<file path="config.mk">
export PLATFORM = sky130hd
export DESIGN_NAME = ysyx_24070016_rf_wb_arbiter
export DESIGN_NICKNAME = d
export VERILOG_FILES = /design/src/rtl/ysyx_24070016_rf_wb_arbiter.sv
export SDC_FILE = /design/constraint.sdc
export NUM_CORES = 1
export LEC_CHECK = 0
export BUFFER_PORTS_ARGS = -buffer_cell sky130_fd_sc_hd__buf_4
export CORE_ASPECT_RATIO = 0.8
export CORE_MARGIN = 8
export CORE_UTILIZATION = 40
export DETAILED_ROUTE_END_ITERATION = 8
export PLACE_DENSITY = 0.69
export SLEW_MARGIN = 20
export SYNTH_ARGS = -nofsm -noshare
export SYNTH_HDL_FRONTEND = slang
export SYNTH_SLANG_ARGS = --single-unit
</file>
<file path="constraint.sdc">
create_clock -name clk -period 6.6 [get_ports clk]
set_clock_uncertainty 0.15 [all_clocks]
set_input_delay 1.98 -clock clk [delete_from_list [all_inputs] [get_ports clk]]
set_output_delay 1.98 -clock clk [all_outputs]
set_load 0.005 [all_outputs]
</file>
<file path="src/rtl/ysyx_24070016_rf_wb_arbiter.sv">
// Write-back arbiter and register scoreboard for the RV32E register file.
// Shares the single register-file write port between the EXU (req0) and the
// LSU (req1) with round-robin priority, and tracks pending destination
// registers so the IDU can stall on read-after-write hazards.
module ysyx_24070016_rf_wb_arbiter #(
    parameter int ADDR_WIDTH = 5,
    parameter int DATA_WIDTH = 32,
    parameter int NREG       = 16
) (
    input  logic                  clk,
    input  logic                  rst,
    input  logic                  req0_valid,
    input  logic [ADDR_WIDTH-1:0] req0_addr,
    input  logic [DATA_WIDTH-1:0] req0_data,
    output logic                  req0_ready,
    input  logic                  req1_valid,
    input  logic [ADDR_WIDTH-1:0] req1_addr,
    input  logic [DATA_WIDTH-1:0] req1_data,
    output logic                  req1_ready,
    input  logic                  iss_valid,
    input  logic [ADDR_WIDTH-1:0] iss_rd,
    input  logic [ADDR_WIDTH-1:0] rs1,
    input  logic [ADDR_WIDTH-1:0] rs2,
    output logic                  rs1_busy,
    output logic                  rs2_busy,
    output logic                  rf_wen,
    output logic [ADDR_WIDTH-1:0] rf_waddr,
    output logic [DATA_WIDTH-1:0] rf_wdata,
    output logic                  err
);

    // One extra bit so NREG == 2**ADDR_WIDTH still compares correctly.
    localparam logic [ADDR_WIDTH:0] NREG_LIMIT = (ADDR_WIDTH+1)'(NREG);

    logic [NREG-1:0]       pending;
    logic [NREG-1:0]       pending_nxt;
    logic                  last_grant;
    logic                  grant0;
    logic                  grant1;
    logic                  accept;
    logic [ADDR_WIDTH-1:0] acc_addr;
    logic [DATA_WIDTH-1:0] acc_data;
    logic                  acc_legal;
    logic                  wb_hit;
    logic                  err_nxt;

    // Round-robin grant; on contention the requester that did not win last goes.
    always_comb begin
        grant0 = 1'b0;
        grant1 = 1'b0;
        if (!rst) begin
            if (req0_valid && req1_valid) begin
                if (last_grant) grant0 = 1'b1;
                else            grant1 = 1'b1;
            end else if (req0_valid) begin
                grant0 = 1'b1;
            end else if (req1_valid) begin
                grant1 = 1'b1;
            end
        end
    end

    assign req0_ready = grant0;
    assign req1_ready = grant1;
    assign accept     = grant0 | grant1;
    assign acc_addr   = grant1 ? req1_addr : req0_addr;
    assign acc_data   = grant1 ? req1_data : req0_data;
    // x0 and unimplemented registers complete the handshake but never write.
    assign acc_legal  = (acc_addr != '0) && ({1'b0, acc_addr} < NREG_LIMIT);

    // Scoreboard update: issue sets, retirement clears, issue wins on a tie.
    // Also flags a retirement to a register that was never pending.
    always_comb begin
        pending_nxt    = pending;
        pending_nxt[0] = 1'b0;
        wb_hit         = 1'b0;
        for (int i = 1; i < NREG; i++) begin
            logic set_i;
            logic clr_i;
            set_i = iss_valid && (iss_rd == ADDR_WIDTH'(i));
            clr_i = rf_wen && (rf_waddr == ADDR_WIDTH'(i));
            pending_nxt[i] = set_i | (pending[i] & ~clr_i);
            if (clr_i) wb_hit = pending[i] | set_i;
        end
        err_nxt = err | (rf_wen & ~wb_hit);
    end

    // Hazard queries read registered state only.
    always_comb begin
        rs1_busy = 1'b0;
        rs2_busy = 1'b0;
        for (int i = 1; i < NREG; i++) begin
            if (rs1 == ADDR_WIDTH'(i)) rs1_busy = pending[i];
            if (rs2 == ADDR_WIDTH'(i)) rs2_busy = pending[i];
        end
    end

    // Scoreboard, sticky error and grant history.
    always_ff @(posedge clk) begin
        if (rst) begin
            pending    <= '0;
            err        <= 1'b0;
            last_grant <= 1'b1;
        end else begin
            pending <= pending_nxt;
            err     <= err_nxt;
            if (accept) last_grant <= grant1;
        end
    end

    // Registered write port; address/data hold when nothing is accepted.
    always_ff @(posedge clk) begin
        if (rst) begin
            rf_wen   <= 1'b0;
            rf_waddr <= '0;
            rf_wdata <= '0;
        end else if (accept) begin
            rf_wen   <= acc_legal;
            rf_waddr <= acc_addr;
            rf_wdata <= acc_data;
        end else begin
            rf_wen   <= 1'b0;
        end
    end

endmodule
</file>
Word level (Yosys, flattened, before mapping)
Cells that the tools add are included.
{ "totals": {"output_inout_bits": 43, "register_bits": 55, "in_bits": 94, "word_cells": 222} }
{ "classes": {"bitwise": 65, "n_eq_ne": 60, "order_cmp": 1, "reduce_logical": 34, "n_mux": 56} }
{ "op_table": {"columns": ["operator", "count"], "rows": [
  ["equality test 5 x 4 -> 1 bit, second input constant", 32],
  ["equality test 5 x 3 -> 1 bit, second input constant", 16],
  ["two-way mux 1 bit", 54],
  ["equality test 5 x 2 -> 1 bit, second input constant", 8],
  ["logical AND 1 bit", 32],
  ["two-way mux 32 bit", 1],
  ["bitwise OR 1 bit", 32],
  ["equality test 5 x 1 -> 1 bit, second input constant", 4],
  ["inverter 1 bit", 17],
  ["bitwise AND 1 bit", 16],
  ["less-than comparator 5 bit, second input constant", 1],
  ["two-way mux 5 bit", 1],
  ["nonzero test 5 bit", 1],
  ["OR reduction 2 bit", 1]
]} }

Depth between registers and ports, before layout
{ "logic_depth": {"depth_word": 21, "depth_mapped": 8, "depth_no_buf": 6} }

Worst setup path before layout
No wires, ideal clock.
{ "synth_path": {"path_type": "input-to-output", "from": "input rs1[0]", "to": "output rs1_busy", "path_stages": 5, "t_required_ps": 4470, "n_path_buf": 1, "setup_slack_ps": 1288, "arrival_time_ps": 3182, "cell_sequence": "buf_6 -> mux4_1 -> mux4_2 -> nand2_1 -> a32oi_1"} }
{ "synth_via": {"elab_chain_len": 16, "word_cells_on_any_way": 30, "cone_classes": "eq/ne: 15; mux: 15"} }
{ "synth_lines": {"columns": ["element", "line_no", "rtl"], "rows": [
  ["from (decl)", "22", "input logic [ADDR_WIDTH-1:0] rs1,"],
  ["equality test 5 x 1 -> 1 bit", "93", "if (rs1 == ADDR_WIDTH'(i)) rs1_busy = pending[i];"],
  ["two-way mux 1 bit (14 in a row)", "93", null],
  ["two-way mux 1 bit *", "93", null],
  ["to (decl)", "24", "output logic rs1_busy,"]
]} }
Every way passes the cells marked *; elsewhere a longest branch is shown, timed or not.

Worst setup path in the final report
Same ends and word-level chain as after synthesis.

==> flow_summary_export.csv <==
group,metric,value,unit
outcome,status,"finished clean",
worst_setup_path,cp-end-kind,"output port",
synth,synth-edff-count,0,
timing,rsz0062_at_grt,"no",
synth,synth_top_area_share,35.5,%
finish,diodes,0,
cts,clk_pin_slew,0.09,ns
timing,fmax,181,MHz
finish,area_delta_synth_final,35.2,%
floorplanning,core,7460,sq um
timing,setup_tns,0,ns
synth,synth_area_leaders,"dfxtp_1 35%, mux2i_1 12%, a211oi_1 10%",
routing,routed_via_density,5.52,
synth,async_reset_ff_share,0,%
grt,grt_pass1_wl,15900,um
power,ir_worst_vdd,0.0982,mV
cts,clock_latency,0.31,ns
routing,drt.antenna.violating_nets,0,
worst_setup_path,start_kind,"input pin",
placement,dpl.hpwl,7700,um
worst_setup_path,cp_data_arrival_time,3.39,ns
worst_setup_path,path_class,"input pin to output port",
floorplanning,die_y,94.8,um
routing,drtPass1Iterations,4,
cts,post_cts_resized,0,
grt,grt_pass1_vias,2934,
timing,finalSetupViolCount,0,
placement,gp_congestion,0.934,
job,maxCapViolCount,0,
placement,placement.cell_area,4110,sq um
synth,synth-seq-cells,55,
power,leakage,1.73,nW
floorplanning,die_x,114,um
cts,clkSinkCount,55,
grt,met1_usage,24.3,%
cts,htree_levels,2,
timing,fin_crit_sh,83.7,%
floorplanning,io_pins,137,
timing,hold_viol,0,
min_path,min_from,"last_grant",
timing,worstMarginPinSlew,0.710,ns
worst_setup_path,cp_max_fo,8,
synth,synth_common_cells,"55 x dfxtp_1, 48 x nor2_1, 43 x a211oi_1",
finish,drive_above_1_share,35.2,%
grt,grt.met2_usage,29.9,%
grt,antenna_found_initial,0,
synth,synth_most_common_cell,"dfxtp_1",
worst_setup_path,max_stage_delay,0.54,ns
cts,cts-buffers-inserted,5,
synth,syn_avg_cell_area,9.05,sq um
cts,cts-root-buf,"clkbuf_8",
synth,syn_nets,437,
cts,cts_buffer_depth,2,
timing,slew_headroom,52.6,%
worst_setup_path,slowest_stage,"mux4_1",
worst_setup_path,critPathMostFrequentCell,"buf_4",
finish,final_area,4200,sq um
synth,syn_inst,343,
grt,use_met3,3.83,%
synth,yosys.area.top_type,"dfxtp_1",
cts,hold_buffers,0,
cts,post_cts_buffers,0,
finish,nNetsFinal,551,
min_path,hold_path_class,"flop to flop",
placement,io_buffers,136,
worst_setup_path,crit_required,4.47,ns
power,power_density,175,nW/um^2
worst_setup_path,crit_chain,"buf_4 -> mux4_1 -> mux4_2 -> nand2_1 -> a32oi_1 -> buf_4",
cts,cts_tree,"done",
synth,ys_types,53,
routing,drtIter0Drc,225,
timing,min_period,5.52,ns
routing,wl_per_cell,18.1,um
floorplanning,initial_utilization,41.6,%
routing,vias,3104,
routing,routed_wl,10200,um
floorplanning,fp-row-count,28,
grt,overflow,0,
synth,ys_seq_area_share,35.5,%
synth,yosysWarnings,0,
grt,grt_usage,18.4,%
synth,synth_area,3100,sq um
floorplanning,die_area,10800,sq um
grt,grt_max_degree,76,
synth,dominantRegCellSynth,"dfxtp_1",
worst_setup_path,reg2reg_from,"rf_waddr[0]",
worst_setup_path,startpoint,"rs1[0]",
grt,grt_busiest_layer,"met2",
timing,drv_slew,0,
routing,drc,0,
==> cell families after synthesis <==
logic type,count (synthesis),share of synthesized area [%]
DFF,55,35.5
AOI/OAI and AO/OA,101,22.7
muxes,46,18.0
and+or+nand+nor,105,17.7
buffers and inverters,36,6.05
==> cell type report <==
type / instances / area [sq um]
fillers: 692 / 3270
well taps: 105 / 131
multi-input cells: 252 / 1820
clock buffers: 6 / 82.6
inverters: 5 / 18.8
repair buffers: 138 / 1040
flip-flops and latches: 55 / 1100
clock inverters: 1 / 5.00
==> state kept, by name, indices dropped and copies added (netlist names) <==
name and flops:
rf_waddr 5, rf_wdata 32, last_grant 1, err 1, rf_wen 1, pending 15
==> per-stage QoR <==
step                      worst slack [ns]  instances  hold slack (ns)  power, mW  util (%)
after detailed placement              1.07        555            0.358      0.548      55.0
after global placement                1.11        555            0.335      0.545      55.0
after CTS                             1.07        562            0.385      0.740      56.2
final                                 1.08        562            0.377      0.733      56.2
after floorplan                       1.29        343            0.317      0.457         -
after global routing                  1.00        562            0.420      0.773      56.2
==> where the power goes <==
group / leakage [nW] / switching, mW / internal, mW
Sequential: 0.451 / 0.0211 / 0.353
Clock: 0.0470 / 0.110 / 0.0828
Combinational: 1.23 / 0.0703 / 0.0957
==> routing by layer <==
layer,vias to the layer above,routed length (um)
li1,1517,-
met1,1456,4460
met2,124,4820
met3,7,789
met4,0,109
met5,-,0
==> layout by cell type, fill, tap and decap left out, types with 2 or more instances in the layout <==
cell,instances
nor2_1,48
a31oi_1,4
inv_1,4
buf_4,138
nand4bb_1,2
mux2_1,2
a22oi_1,6
mux4_2,5
nand2b_1,6
nand2_1,17
mux2i_1,37
o21ai_0,18
a211oi_1,43
o32ai_1,2
a21oi_1,12
nor3_1,3
o31ai_1,2
nand3_1,6
a211o_1,2
o21ai_1,2
dfxtp_1,55
mux4_1,2
nor2b_1,5
and4b_1,2
or2_1,2
clkbuf_8,6
==> path summary, 6_finish.rpt <==
kind                      to  slack, ns  depth (start not counted)
setup reg to reg         err       4.33                          6
setup / recovery    rs1_busy       1.08                          6
hold reg to reg   last_grant       0.38                          2
hold / removal    last_grant       0.38                          2
==> critical path, delay by kind of cell <==
family / cells / cell delay (ns)
multiplexers: 2 / 1.00
buffers and inverters: 2 / 0.28
AND/OR/NAND/NOR: 1 / 0.08
AO/OA/AOI/OAI: 1 / 0.06
Note: power is estimated with default switching activity, not from simulation.
